<file path="config.mk">
export PLATFORM = sky130hd
export DESIGN_NAME = k054000_seq
export DESIGN_NICKNAME = d
export VERILOG_FILES = /design/src/rtl/k054000_seq.sv
export SDC_FILE = /design/constraint.sdc
export NUM_CORES = 1
export LEC_CHECK = 0
export CAP_MARGIN = 20
export CORE_ASPECT_RATIO = 1.4
export CORE_MARGIN = 2
export CORE_UTILIZATION = 60
export DETAILED_ROUTE_END_ITERATION = 8
export GPL_TIMING_DRIVEN = 1
export PLACE_DENSITY_LB_ADDON = 0.2
export SYNTH_ARGS = -nofsm -noshare
export SYNTH_HDL_FRONTEND = slang
export SYNTH_SLANG_ARGS = --single-unit
</file>
<file path="constraint.sdc">
create_clock -name CLK -period 5.8 [get_ports CLK]
set_clock_uncertainty 0.2 [all_clocks]
set_input_delay 1.16 -clock CLK [delete_from_list [all_inputs] [get_ports CLK]]
set_output_delay 1.16 -clock CLK [all_outputs]
set_load 0.01 [all_outputs]
</file>
<file path="src/rtl/k054000_seq.sv">
// rtl/k054000_seq.sv - CPU sequencer sharing one k054000_unit across AXES axes; optional early exit via K054000_SEQ_EARLY_EXIT_EN
module k054000_seq #(
  parameter int AXES = 3
) (
  input  logic        CLK,
  input  logic        nRES,
  input  logic [4:0]  ADDR,
  input  logic [7:0]  DIN,
  input  logic        nWR,
  output logic [7:0]  DOUT,
  output logic        BUSY,
  output logic        DONE,
  output logic        RESULT,
  output logic [23:0] U_VAL_A,
  output logic [23:0] U_VAL_B,
  output logic [7:0]  U_VAL_C,
  output logic [7:0]  U_VAL_D,
  output logic [7:0]  U_VAL_E,
  input  logic        U_RESULT
);

  localparam logic [1:0] LAST_AXIS = 2'(AXES - 1);
  localparam logic [2:0] NUM_AXES  = 3'(AXES);

  typedef enum logic [1:0] {IDLE, LOAD, EVAL} state_t;

  state_t      state, state_nxt;
  logic [23:0] a_r [0:2];
  logic [23:0] b_r [0:2];
  logic [7:0]  c_r [0:2];
  logic [7:0]  d_r [0:2];
  logic [7:0]  e_r [0:2];
  logic [1:0]  sel_axis;
  logic [3:0]  sel_off;
  logic        sel_ok;
  logic        wr_op, wr_start;
  logic        valid, acc;
  logic [1:0]  axis;
  logic        do_load, do_eval, do_step, do_finish;
  logic        early;

  // A separated axis settles the combined result, so later axes can be skipped
  always_comb begin
`ifdef K054000_SEQ_EARLY_EXIT_EN
    early = U_RESULT;
`else
    early = 1'b0;
`endif
  end

  // Address decode: three 9-byte axis windows, unimplemented axes masked off
  always_comb begin
    sel_axis = 2'd0;
    sel_off  = 4'd0;
    sel_ok   = 1'b0;
    if (ADDR < 5'd9) begin
      sel_axis = 2'd0;
      sel_off  = ADDR[3:0];
      sel_ok   = 1'b1;
    end else if (ADDR < 5'd18) begin
      sel_axis = 2'd1;
      sel_off  = 4'(ADDR - 5'd9);
      sel_ok   = 1'b1;
    end else if (ADDR < 5'd27) begin
      sel_axis = 2'd2;
      sel_off  = 4'(ADDR - 5'd18);
      sel_ok   = 1'b1;
    end
    if ({1'b0, sel_axis} >= NUM_AXES) sel_ok = 1'b0;
  end

  assign wr_op    = !nWR && sel_ok;
  assign wr_start = !nWR && (ADDR == 5'h1F);
  assign BUSY     = (state != IDLE);

  // Combinational read mux
  always_comb begin
    DOUT = 8'h00;
    if (ADDR == 5'h1F) begin
      DOUT = {5'b0, valid, BUSY, RESULT};
    end else if (sel_ok) begin
      case (sel_off)
        4'd0:    DOUT = a_r[sel_axis][7:0];
        4'd1:    DOUT = a_r[sel_axis][15:8];
        4'd2:    DOUT = a_r[sel_axis][23:16];
        4'd3:    DOUT = b_r[sel_axis][7:0];
        4'd4:    DOUT = b_r[sel_axis][15:8];
        4'd5:    DOUT = b_r[sel_axis][23:16];
        4'd6:    DOUT = c_r[sel_axis];
        4'd7:    DOUT = d_r[sel_axis];
        4'd8:    DOUT = e_r[sel_axis];
        default: DOUT = 8'h00;
      endcase
    end
  end

  // Next-state: START restarts, operand write aborts, else LOAD/EVAL alternate
  always_comb begin
    state_nxt = state;
    do_load   = 1'b0;
    do_eval   = 1'b0;
    do_step   = 1'b0;
    do_finish = 1'b0;
    if (wr_start) begin
      state_nxt = LOAD;
    end else if (wr_op && state != IDLE) begin
      state_nxt = IDLE;
    end else begin
      case (state)
        LOAD: begin
          do_load   = 1'b1;
          state_nxt = EVAL;
        end
        EVAL: begin
          do_eval = 1'b1;
          if (axis == LAST_AXIS || early) begin
            do_finish = 1'b1;
            state_nxt = IDLE;
          end else begin
            do_step   = 1'b1;
            state_nxt = LOAD;
          end
        end
        default: ;
      endcase
    end
  end

  // State register
  always_ff @(posedge CLK or negedge nRES) begin
    if (!nRES) state <= IDLE;
    else       state <= state_nxt;
  end

  // Accumulator, axis counter and CPU-visible status
  always_ff @(posedge CLK or negedge nRES) begin
    if (!nRES) begin
      acc    <= 1'b0;
      axis   <= 2'd0;
      valid  <= 1'b0;
      DONE   <= 1'b0;
      RESULT <= 1'b0;
    end else begin
      DONE <= do_finish;
      if (wr_start) begin
        acc   <= 1'b0;
        axis  <= 2'd0;
        valid <= 1'b0;
      end else begin
        if (wr_op)     valid <= 1'b0;
        if (do_eval)   acc   <= acc | U_RESULT;
        if (do_step)   axis  <= axis + 2'd1;
        if (do_finish) begin
          RESULT <= acc | U_RESULT;
          valid  <= 1'b1;
        end
      end
    end
  end

  // Present the current axis operands to the shared unit
  always_ff @(posedge CLK or negedge nRES) begin
    if (!nRES) begin
      U_VAL_A <= '0;
      U_VAL_B <= '0;
      U_VAL_C <= '0;
      U_VAL_D <= '0;
      U_VAL_E <= '0;
    end else if (do_load) begin
      U_VAL_A <= a_r[axis];
      U_VAL_B <= b_r[axis];
      U_VAL_C <= c_r[axis];
      U_VAL_D <= d_r[axis];
      U_VAL_E <= e_r[axis];
    end
  end

  // Operand register file, byte-wide CPU writes
  always_ff @(posedge CLK or negedge nRES) begin
    if (!nRES) begin
      for (int i = 0; i < 3; i++) begin
        a_r[i] <= '0;
        b_r[i] <= '0;
        c_r[i] <= '0;
        d_r[i] <= '0;
        e_r[i] <= '0;
      end
    end else if (wr_op) begin
      case (sel_off)
        4'd0:    a_r[sel_axis][7:0]   <= DIN;
        4'd1:    a_r[sel_axis][15:8]  <= DIN;
        4'd2:    a_r[sel_axis][23:16] <= DIN;
        4'd3:    b_r[sel_axis][7:0]   <= DIN;
        4'd4:    b_r[sel_axis][15:8]  <= DIN;
        4'd5:    b_r[sel_axis][23:16] <= DIN;
        4'd6:    c_r[sel_axis]        <= DIN;
        4'd7:    d_r[sel_axis]        <= DIN;
        4'd8:    e_r[sel_axis]        <= DIN;
        default: ;
      endcase
    end
  end

endmodule

</file>
Word-level counts from Yosys, hierarchy flattened
Cells that the tools add are included.
{"block": "totals", "register_bits": 296, "inputBits": 17, "output_inout_bits": 83, "word_cells": 158}
{"block": "op_classes", "n_addsub": 3, "n_lt_le_gt_ge": 7, "eq_ne": 12, "mux": 87, "bitwise_logic": 4, "reduce_logical": 19}
{"op": "72-bit bitwise mux", "n": 6}
{"op": "72-bit case mux with 3 select lines", "n": 2}
{"op": "24-bit 2-to-1 mux", "n": 9}
{"op": "24-bit binary-select mux with 2-bit select", "n": 4}
{"op": "24-bit demux with 2-bit select", "n": 3}
{"op": "8-bit 2-to-1 mux", "n": 16}
{"op": "8-bit binary-select mux with 2-bit select", "n": 6}
{"op": "24-bit bitwise mux", "n": 3}
{"op": "8-bit case mux with 9 select lines", "n": 1}
{"op": "1-bit 2-to-1 mux", "n": 24}
{"op": "8-bit demux with 2-bit select", "n": 1}
{"op": "4-bit by 3-bit equality test with 1-bit output (second input constant)", "n": 4}
{"op": "16-bit 2-to-1 mux", "n": 1}
{"op": "2-bit 2-to-1 mux", "n": 7}
{"op": "4-bit 2-to-1 mux", "n": 3}
{"op": "2-bit AND reduction", "n": 6}
{"op": "5-bit < comparator (second input constant)", "n": 2}
{"op": "3-bit nonzero test", "n": 3}
{"op": "4-bit by 2-bit equality test with 1-bit output (second input constant)", "n": 2}
{"op": "3-bit greater-or-equal comparator (second input constant)", "n": 2}
{"op": "2-bit inverter with 3-bit output", "n": 2}
{"op": "2-bit nonzero test", "n": 3}
{"op": "5-bit equality test (second input constant)", "n": 1}
{"op": "5-bit by 4-bit < comparator with 1-bit output (second input constant)", "n": 1}
{"op": "other kinds (16)", "n": 20}

Logic depth before layout (Yosys ltp)
Gate-level depths: netlist of run 1.
{"block": "depth", "depth_word": 12, "depth_mapped": 15, "mapped_depth_nobuf": 10}

Least setup slack after synthesis of run 1
No wires, ideal clock.
{"block": "synth_timing", "path_kind": "input port to output port", "start": "input port ADDR[2]", "end": "output port DOUT[6]", "arrival_ns": 3.550, "t_required_ns": 4.440, "setup_slack_ns": 0.890, "path_stages": 12, "path_buffers": 2, "cell_sequence": "buf_2 -> inv_1 -> ha_1 -> a21oi_4 -> a21oi_2 -> or3_4 -> and2_1 -> buf_6 -> nor3_4 -> o211ai_1 -> o221ai_1 -> o41a_1"}
{"block": "synth_via", "elab_chain_len": 11, "elab_cells_between_ends": 45, "classes_between": "add/sub (2); order compare (4); eq/ne (9); mux (28); bitwise (1); reduce/logical (1)"}
{"element": "from (decl)", "line": "7", "rtl": "input logic [4:0] ADDR,"}
{"element": "5-bit < comparator", "line": "64", "rtl": "end else if (ADDR < 5'd27) begin"}
{"element": "2-bit 2-to-1 mux", "line": "64"}
{"element": "2-bit 2-to-1 mux", "line": "60", "rtl": "end else if (ADDR < 5'd18) begin"}
{"element": "2-bit 2-to-1 mux", "line": "56", "rtl": "if (ADDR < 5'd9) begin"}
{"element": "2-bit inverter with 3-bit output (implied by the code)"}
{"element": "8-bit binary-select mux with 2-bit select (tied with other cells)", "line": "91", "rtl": "4'd8: DOUT = e_r[sel_axis];"}
{"element": "8-bit 2-to-1 mux (implied by the code) (tied with other cells) (2 in series)", "line": "91"}
{"element": "8-bit case mux with 9 select lines", "line": "82", "rtl": "case (sel_off)"}
{"element": "8-bit 2-to-1 mux", "line": "81", "rtl": "end else if (sel_ok) begin"}
{"element": "8-bit 2-to-1 mux (*)", "line": "79", "rtl": "if (ADDR == 5'h1F) begin"}
{"element": "to (decl)", "line": "10", "rtl": "output logic [7:0] DOUT,"}
Mark *: on every way between the ends. The rest lies on a longest branch, timed or not. The select of a mux whose other input is x is not followed.

Worst setup path in the final report of run 1
{"block": "layout_timing", "start": "input port ADDR[1]", "end": "output port DOUT[7]"}
The elaborated chain is that of the path after synthesis.

==> impl_metrics.env, run 1 <==
export IMPL_first_iter_violations=1200
export IMPL_initial_standard_cell_utilization_of_the_core=0.607
export IMPL_htree_num_levels=1
export IMPL_antenna_cells=0
export IMPL_leading_register_cell_type_out_of_synthesis="sky130_fd_sc_hd__dfrtp_1"
export IMPL_hpwl_um=32900
export IMPL_coreArea_um2=25300
export IMPL_antenna_found_initial=0
export IMPL_place_congestion=1.01
export IMPL_netlist_area_um2=15300
export IMPL_switching_share=0.326
export IMPL_avgSynthCellArea_um2=10.8
export IMPL_tightestPinTransition_ns=1.11
export IMPL_fin_ws_ns=0.105
export IMPL_finalSetupViolations=0
export IMPL_netSwitchingPower_w=0.00234
export IMPL_die_area_um2=26900
export IMPL_numClockSinks=296
export IMPL_ys_ff_latch=296
export IMPL_postRouteAntennaNets=0
export IMPL_share_seq_of_total_power=0.449
export IMPL_period_minus_slack_ns=5.70
export IMPL_final_layout_size_suffix_gt1_frac=0.292
export IMPL_min_delay_path_class="reg2reg"
export IMPL_netlist_instances=1416
export IMPL_clock_insertion_delay_worst_skew_ns=0.56
export IMPL_met1Wirelength_um=18500
export IMPL_clock_edge_transition_at_the_registers_on_the_reported_setup_and_hold_paths_ns=0.06
export IMPL_synth_fp_nets=1439
export IMPL_num_nets_final=1595
export IMPL_p_leak_nw=7.93
export IMPL_timing_setup_critical_path_class="in2out"
export IMPL_detailroute_wirelength_met2_um=23400
export IMPL_drt_wl_total_um=47900
export IMPL_share_clk_of_total_power=0.262
export IMPL_ys_async_sr_fraction=1.00
export IMPL_synth_warnings=0
export IMPL_achievable_frequency_ghz=0.176
export IMPL_met3_wirelength_um=3180
export IMPL_global_route_usage_total=0.353
export IMPL_arrival_ns=4.34
export IMPL_via_count_of_the_first_global_routing_pass=12600
export IMPL_worst_endpoint_required_ns=4.44
export IMPL_num_fill_cells=1778
export IMPL_grt_overflow=0
export IMPL_holdBufCountCts=0
export IMPL_die_w_um=139
export IMPL_holdWs_ns=0.285
export IMPL_grt_setup_unrepaired="no"
export IMPL_clock_root_buffer="sky130_fd_sc_hd__clkbuf_16"
export IMPL_cts_tree="yes"
export IMPL_timing_slew_headroom=0.258
export IMPL_synth_edf_count=0
export IMPL_power_ir_vdd_worst_v=0.000384
export IMPL_yosysUniqueCellTypes=67
export IMPL_pin_count_of_the_biggest_net_entering_global_routing=131
export IMPL_comb_power_share=0.289
export IMPL_pin_count=100
export IMPL_run_status="finished, final reports clean"
export IMPL_global_route_wire_length_before_repair_um=74000
export IMPL_drt_pass1_iter_count=6
export IMPL_cts_path_max_buffers=3
export IMPL_max_cap_viols=0
export IMPL_top_layer="met4"
export IMPL_maxSlewViolCount=0
export IMPL_endpoint_kind="output pin"
export IMPL_area_growth_synth_to_final_pct=21.8
export IMPL_routed_via_count=12600
export IMPL_p_per_area_nw_per_um2=383
export IMPL_numPortBuffers=99
export IMPL_timing_critical_path_from_type="primary input"
export IMPL_timing_hold_violations_final=0
export IMPL_detail_route_wl_per_cell_um=25.1
export IMPL_regArea_um2=7410
export IMPL_via_per_inst=6.57
export IMPL_cts_made_buffers=29
export IMPL_seq_area_frac_synth=0.483
export IMPL_pre_cts_setup_slack_ns=-0.189
export IMPL_critPathMaxFanout=10
export IMPL_p_int_w=0.00483
export IMPL_die_y_um=193
export IMPL_core_rowCount=69
export IMPL_multi_input_comb_area_um2=7580
export IMPL_drcViolationCount=0
export IMPL_period_share=0.982
-- power groups by stage --
stage	logic [W]	clock network (W)	registers (W)
2_1_floorplan	0.00116	0	0.00307
3_3_place_gp	0.00198	0	0.00320
3_5_place_dp	0.00203	0	0.00323
4_1_cts	0.00206	0.00189	0.00321
5_1_grt	0.00221	0.00197	0.00330
6_report	0.00207	0.00188	0.00322
-- cells in the mapped netlist (7+ instances only) --
| cell | n | area [um2] |
|---|---|---|
| sky130_fd_sc_hd__a31oi_1 | 17 | 106 |
| sky130_fd_sc_hd__nor2b_1 | 7 | 43.8 |
| sky130_fd_sc_hd__nand2_1 | 221 | 830 |
| sky130_fd_sc_hd__o21ai_0 | 15 | 75.1 |
| sky130_fd_sc_hd__nor3_1 | 8 | 40.0 |
| sky130_fd_sc_hd__nor2_1 | 62 | 233 |
| sky130_fd_sc_hd__dfrtp_1 | 296 | 7410 |
| sky130_fd_sc_hd__o22ai_1 | 11 | 68.8 |
| sky130_fd_sc_hd__a211oi_1 | 8 | 60.1 |
| sky130_fd_sc_hd__o211ai_1 | 11 | 82.6 |
| sky130_fd_sc_hd__o21a_1 | 69 | 518 |
| sky130_fd_sc_hd__a22oi_1 | 8 | 60.1 |
| sky130_fd_sc_hd__inv_1 | 10 | 37.5 |
| sky130_fd_sc_hd__o221ai_1 | 76 | 666 |
| sky130_fd_sc_hd__clkbuf_1 | 75 | 282 |
| sky130_fd_sc_hd__mux2i_1 | 81 | 811 |
| sky130_fd_sc_hd__mux2_2 | 211 | 2380 |
| sky130_fd_sc_hd__nor2_2 | 7 | 43.8 |
| sky130_fd_sc_hd__buf_2 | 20 | 100 |
| sky130_fd_sc_hd__a21oi_1 | 55 | 275 |
| sky130_fd_sc_hd__buf_1 | 11 | 41.3 |
| sky130_fd_sc_hd__nand3_1 | 26 | 130 |
| sky130_fd_sc_hd__a32oi_1 | 7 | 61.3 |
-- cells by family after synthesis --
| logic type | after synthesis | share of synthesized area |
|---|---|---|
| buf+inv | 121 | 0.0327 |
| fa+ha+maj | 6 | 0.00489 |
| mux | 298 | 0.213 |
| simple gates | 376 | 0.112 |
| flops | 296 | 0.483 |
| compound gates | 318 | 0.155 |
| xor+xnor | 1 | 0.000571 |
-- final timing paths --
path / startpoint / end / slack (ns) / cells after the start
max: ADDR[1] / DOUT[7] / 0.10 / 14
min: U_VAL_A[14]$_DFFE_PN0P_ / U_VAL_A[14]$_DFFE_PN0P_ / 0.28 / 1
max reg2reg: axis[0]$_DFFE_PN0P_ / U_VAL_D[5]$_DFFE_PN0P_ / 3.09 / 4
min reg2reg: U_VAL_A[14]$_DFFE_PN0P_ / U_VAL_A[14]$_DFFE_PN0P_ / 0.28 / 1
max in group asynchronous: nRES / axis[0]$_DFFE_PN0P_ / 3.85 / 2
min in group asynchronous: nRES / U_VAL_A[3]$_DFFE_PN0P_ / 0.51 / 1
-- placed cells by master, fill, tap and decap left out, drive strengths merged, types with 7 or more instances in the layout --
cell type / synthesis / final
nand2: 229 / 229
o21a: 69 / 69
buf: 36 / 138
a21oi: 57 / 57
dfrtp: 296 / 296
o22ai: 11 / 11
a32oi: 7 / 7
nor2: 74 / 74
clkdlybuf4s50: 0 / 90
o211ai: 12 / 12
clkbuf: 75 / 44
a22oi: 9 / 9
mux2: 216 / 216
nor2b: 7 / 7
inv: 10 / 13
o21ai: 16 / 16
o221ai: 77 / 77
a211oi: 8 / 8
mux2i: 81 / 81
nand3: 28 / 28
nor3: 15 / 15
a31oi: 17 / 17
-- registers in the layout (all words and copies together) (netlist names) --
name     count
c_r         24
U_VAL_D      8
acc          1
a_r         72
axis         2
e_r         24
U_VAL_E      8
RESULT       1
state        2
valid        1
U_VAL_B     24
b_r         72
U_VAL_A     24
U_VAL_C      8
DONE         1
d_r         24
-- through the flow --
stage	area (um2)	util	std cells	power, W	TNS, ns
floorplan	15300	-	1416	0.00423	0
global placement	17500	0.692	1853	0.00518	-1.29
detailed placement	17600	0.695	1856	0.00526	-1.14
CTS	18600	0.736	1908	0.00716	-0.0289
global route	18700	0.739	1910	0.00747	0
finish	18700	0.739	1910	0.00717	0
-- metal layers --
metal / vias to the layer above / track usage
li1: 5489 / -
met1: 6305 / 0.462
met2: 594 / 0.585
met3: 167 / 0.0421
met4: 0 / 0.175
met5: - / 0
-- worst max-delay path: stages --
cell and delay [ns]:
sky130_fd_sc_hd__clkdlybuf4s50_1 0.48, sky130_fd_sc_hd__inv_1 0.06, sky130_fd_sc_hd__buf_4 0.15, sky130_fd_sc_hd__ha_2 0.22, sky130_fd_sc_hd__a21bo_2 0.25, sky130_fd_sc_hd__buf_4 0.15
sky130_fd_sc_hd__a21oi_4 0.27, sky130_fd_sc_hd__buf_12 0.20, sky130_fd_sc_hd__mux2i_2 0.27, sky130_fd_sc_hd__a211oi_1 0.12, sky130_fd_sc_hd__a21oi_1 0.17, sky130_fd_sc_hd__o21ai_0 0.11
sky130_fd_sc_hd__a311o_1 0.41, sky130_fd_sc_hd__dlygate4sd2_1 0.30
-- what timing repair did --
item	4_1_cts	5_1_grt
resized for setup	26	12
pin swaps	7	5
endpoints found under the setup margin	8	7
setup buffers	2	0
gates cloned	0	0
-- area by class of cell --
type                       count  area share
clock buffer                  43      0.0464
clock inverter                 7     0.00408
inverter                      10     0.00201
multi-input combinational    999       0.406
sequential                   296       0.397
tap                          319      0.0213
timing repair buffer         236       0.124
Note: power is estimated with default switching activity, not from simulation.
==> run 2: changes to the inputs <==
--- a/config.mk
+++ b/config.mk
@@ -12,6 +12,7 @@
 export DETAILED_ROUTE_END_ITERATION = 8
 export GPL_TIMING_DRIVEN = 1
 export PLACE_DENSITY_LB_ADDON = 0.2
+export SLEW_MARGIN = 20
 export SYNTH_ARGS = -nofsm -noshare
 export SYNTH_HDL_FRONTEND = slang
 export SYNTH_SLANG_ARGS = --single-unit
==> run 2 against run 1 <==
Against the previous run: sequential share of layout area increased by 0.46 points; final cell count fell by 0.10%; wire length down 1.2%; die area is the same; critical endpoint is now DOUT[3].
==> impl_metrics.env, run 2 (synthesis gave the netlist of run 1 again) <==
export IMPL_global_route_wire_length_before_repair_um=73500
export IMPL_antenna_cells=0
export IMPL_tightestPinTransition_ns=1.15
export IMPL_coreArea_um2=25300
export IMPL_final_common_cell="sky130_fd_sc_hd__dfrtp_1"
export IMPL_grt_setup_unrepaired="yes"
export IMPL_numPortBuffers=99
export IMPL_netSwitchingPower_w=0.00231
export IMPL_final_layout_size_suffix_gt1_frac=0.289
export IMPL_cts_path_max_buffers=3
export IMPL_timing_hold_violations_final=0
export IMPL_holdBufCountCts=0
export IMPL_share_clk_of_total_power=0.252
export IMPL_pin_count_of_the_biggest_net_entering_global_routing=131
export IMPL_grt_overflow=0
export IMPL_timing_rr_start="axis[1]$_DFFE_PN0P_"
export IMPL_antenna_found_initial=0
export IMPL_critPathMaxFanout=11
export IMPL_drcViolationCount=0
export IMPL_finish_cell_count_without_fillers=1908
export IMPL_min_delay_path_class="reg2reg"
export IMPL_arrival_ns=4.34
export IMPL_die_area_um2=26900
export IMPL_p_per_area_nw_per_um2=380
export IMPL_endpoint_kind="output pin"
export IMPL_global_route_usage_total=0.349
export IMPL_mostFrequentLayoutCells="sky130_fd_sc_hd__dfrtp_1, sky130_fd_sc_hd__nand2_1, sky130_fd_sc_hd__mux2_2"
export IMPL_pin_count=100
export IMPL_die_y_um=193
export IMPL_p_leak_nw=7.85
export IMPL_initial_standard_cell_utilization_of_the_core=0.607
export IMPL_detail_route_wl_per_cell_um=24.8
export IMPL_period_minus_slack_ns=5.70
export IMPL_place_congestion=1.01
export IMPL_p_int_w=0.00472
export IMPL_power_ir_vdd_worst_v=0.000402
export IMPL_num_fill_cells=1826
export IMPL_worst_hold_startpoint="U_VAL_A[14]$_DFFE_PN0P_"
export IMPL_routed_via_count=12500
export IMPL_core_rowCount=69
export IMPL_clock_edge_transition_at_the_registers_on_the_reported_setup_and_hold_paths_ns=0.06
export IMPL_timing_critical_path_from_type="primary input"
export IMPL_cts_tree="yes"
export IMPL_first_iter_violations=1090
export IMPL_finalSetupViolations=0
export IMPL_via_per_inst=6.56
export IMPL_fin_area_um2=18500
export IMPL_clock_root_buffer="sky130_fd_sc_hd__clkbuf_16"
export IMPL_run_status="finished, final reports clean"
export IMPL_die_w_um=139
export IMPL_largestRegisters="a_r (72), b_r (72)"
export IMPL_placed_cell_area_um2=17500
export IMPL_share_seq_of_total_power=0.457
export IMPL_drt_pass1_iter_count=6
export IMPL_achievable_frequency_ghz=0.175
export IMPL_comb_power_share=0.292
export IMPL_cp_startpoint="ADDR[1]"
export IMPL_switching_share=0.328
export IMPL_placed_cells_incl_taps=1853
export IMPL_max_cap_viols=0
export IMPL_numClockSinks=296
export IMPL_htree_num_levels=1
export IMPL_postRouteAntennaNets=0
export IMPL_via_count_of_the_first_global_routing_pass=12500
export IMPL_area_growth_synth_to_final_pct=20.5
export IMPL_hpwl_um=32500
export IMPL_worst_endpoint_required_ns=4.44
export IMPL_timing_setup_critical_path_class="in2out"
export IMPL_cts_made_buffers=29
export IMPL_timing_slew_headroom=0.231
export IMPL_num_nets_final=1592
export IMPL_period_share=0.983
export IMPL_drt_wl_total_um=47400
export IMPL_clock_insertion_delay_worst_skew_ns=0.55
export IMPL_maxSlewViolCount=0
-- run 2: cell count changes in the layout (fill, tap and decap cells not counted), moves of 2 or more --
cell,previous run,this run
sky130_fd_sc_hd__buf_16,3,1
sky130_fd_sc_hd__clkbuf_8,9,5
sky130_fd_sc_hd__buf_8,3,1
sky130_fd_sc_hd__clkbuf_1,5,7
sky130_fd_sc_hd__clkdlybuf4s50_1,90,85
sky130_fd_sc_hd__buf_2,0,5
sky130_fd_sc_hd__mux2i_1,76,78
sky130_fd_sc_hd__mux2i_2,5,3
sky130_fd_sc_hd__clkinv_2,3,8
sky130_fd_sc_hd__dlygate4sd2_1,6,8
-- run 2: power by group through the flow --
stage	logic (W)	clock network (W)	registers, W
after floorplan	0.00116	0	0.00307
after global placement	0.00198	0	0.00320
after detailed placement	0.00202	0	0.00323
after CTS	0.00204	0.00179	0.00320
after global routing	0.00219	0.00187	0.00329
final	0.00205	0.00177	0.00321
-- run 2: through the flow --
step	power (W)	TNS (ns)	worst slack (ns)	utilization	hold WS, ns
final	0.00703	0	0.0979	0.731	0.286
after global routing	0.00734	-0.0267	-0.0153	0.731	0.303
after CTS	0.00703	0	0.0275	0.729	0.293
after detailed placement	0.00526	-1.14	-0.199	0.692	0.278
after global placement	0.00518	-1.29	-0.211	0.692	0.271
after floorplan	0.00423	0	0.890	-	0.264
-- run 2: worst paths after layout --
kind	slack [ns]	depth (start not counted)	endpoint
worst max-delay path	0.1	15	DOUT[3]
worst min-delay path	0.29	1	U_VAL_A[14]$_DFFE_PN0P_
worst max register to register	3.08	5	U_VAL_E[7]$_DFFE_PN0P_
worst min register to register	0.29	1	U_VAL_A[14]$_DFFE_PN0P_
max in group asynchronous	3.83	3	axis[1]$_DFFE_PN0P_
min in group asynchronous	0.36	1	U_VAL_A[5]$_DFFE_PN0P_
-- run 2: per-layer routing --
metal,wire (um),vias to the layer above,global-route usage
met5,0,-,0
met4,2200,0,0.152
met3,3270,134,0.0485
met2,23500,585,0.587
met1,18400,6307,0.455
li1,-,5493,-
-- run 2: layout make-up --
cell class,instances,area (um2),area share
Tap cell,319,399,0.0216
Sequential cell,296,7410,0.401
Timing Repair Buffer,233,2220,0.120
Inverter,10,37.5,0.00203
Multi-Input combinational cell,999,7540,0.408
Clock inverter,10,58.8,0.00318
Clock buffer,41,821,0.0444
-- run 2: what timing repair did --
action | 4_1_cts | 5_1_grt
buffers inserted | 2 | 1
endpoints found under the setup margin | 8 | 7
resized for setup | 24 | 3
pin swaps | 6 | 3
cloned | 0 | 0
-- run 2: critical path, stage by stage --
cell,delay (ns)
sky130_fd_sc_hd__clkdlybuf4s50_1,0.48
sky130_fd_sc_hd__inv_1,0.06
sky130_fd_sc_hd__buf_4,0.14
sky130_fd_sc_hd__ha_2,0.22
sky130_fd_sc_hd__a21bo_2,0.25
sky130_fd_sc_hd__buf_4,0.15
sky130_fd_sc_hd__a21oi_4,0.28
sky130_fd_sc_hd__buf_12,0.18
sky130_fd_sc_hd__mux2i_1,0.22
sky130_fd_sc_hd__a211oi_1,0.13
sky130_fd_sc_hd__buf_4,0.16
sky130_fd_sc_hd__a21oi_1,0.12
sky130_fd_sc_hd__o2111ai_1,0.13
sky130_fd_sc_hd__o31a_1,0.35
sky130_fd_sc_hd__dlygate4sd2_1,0.30
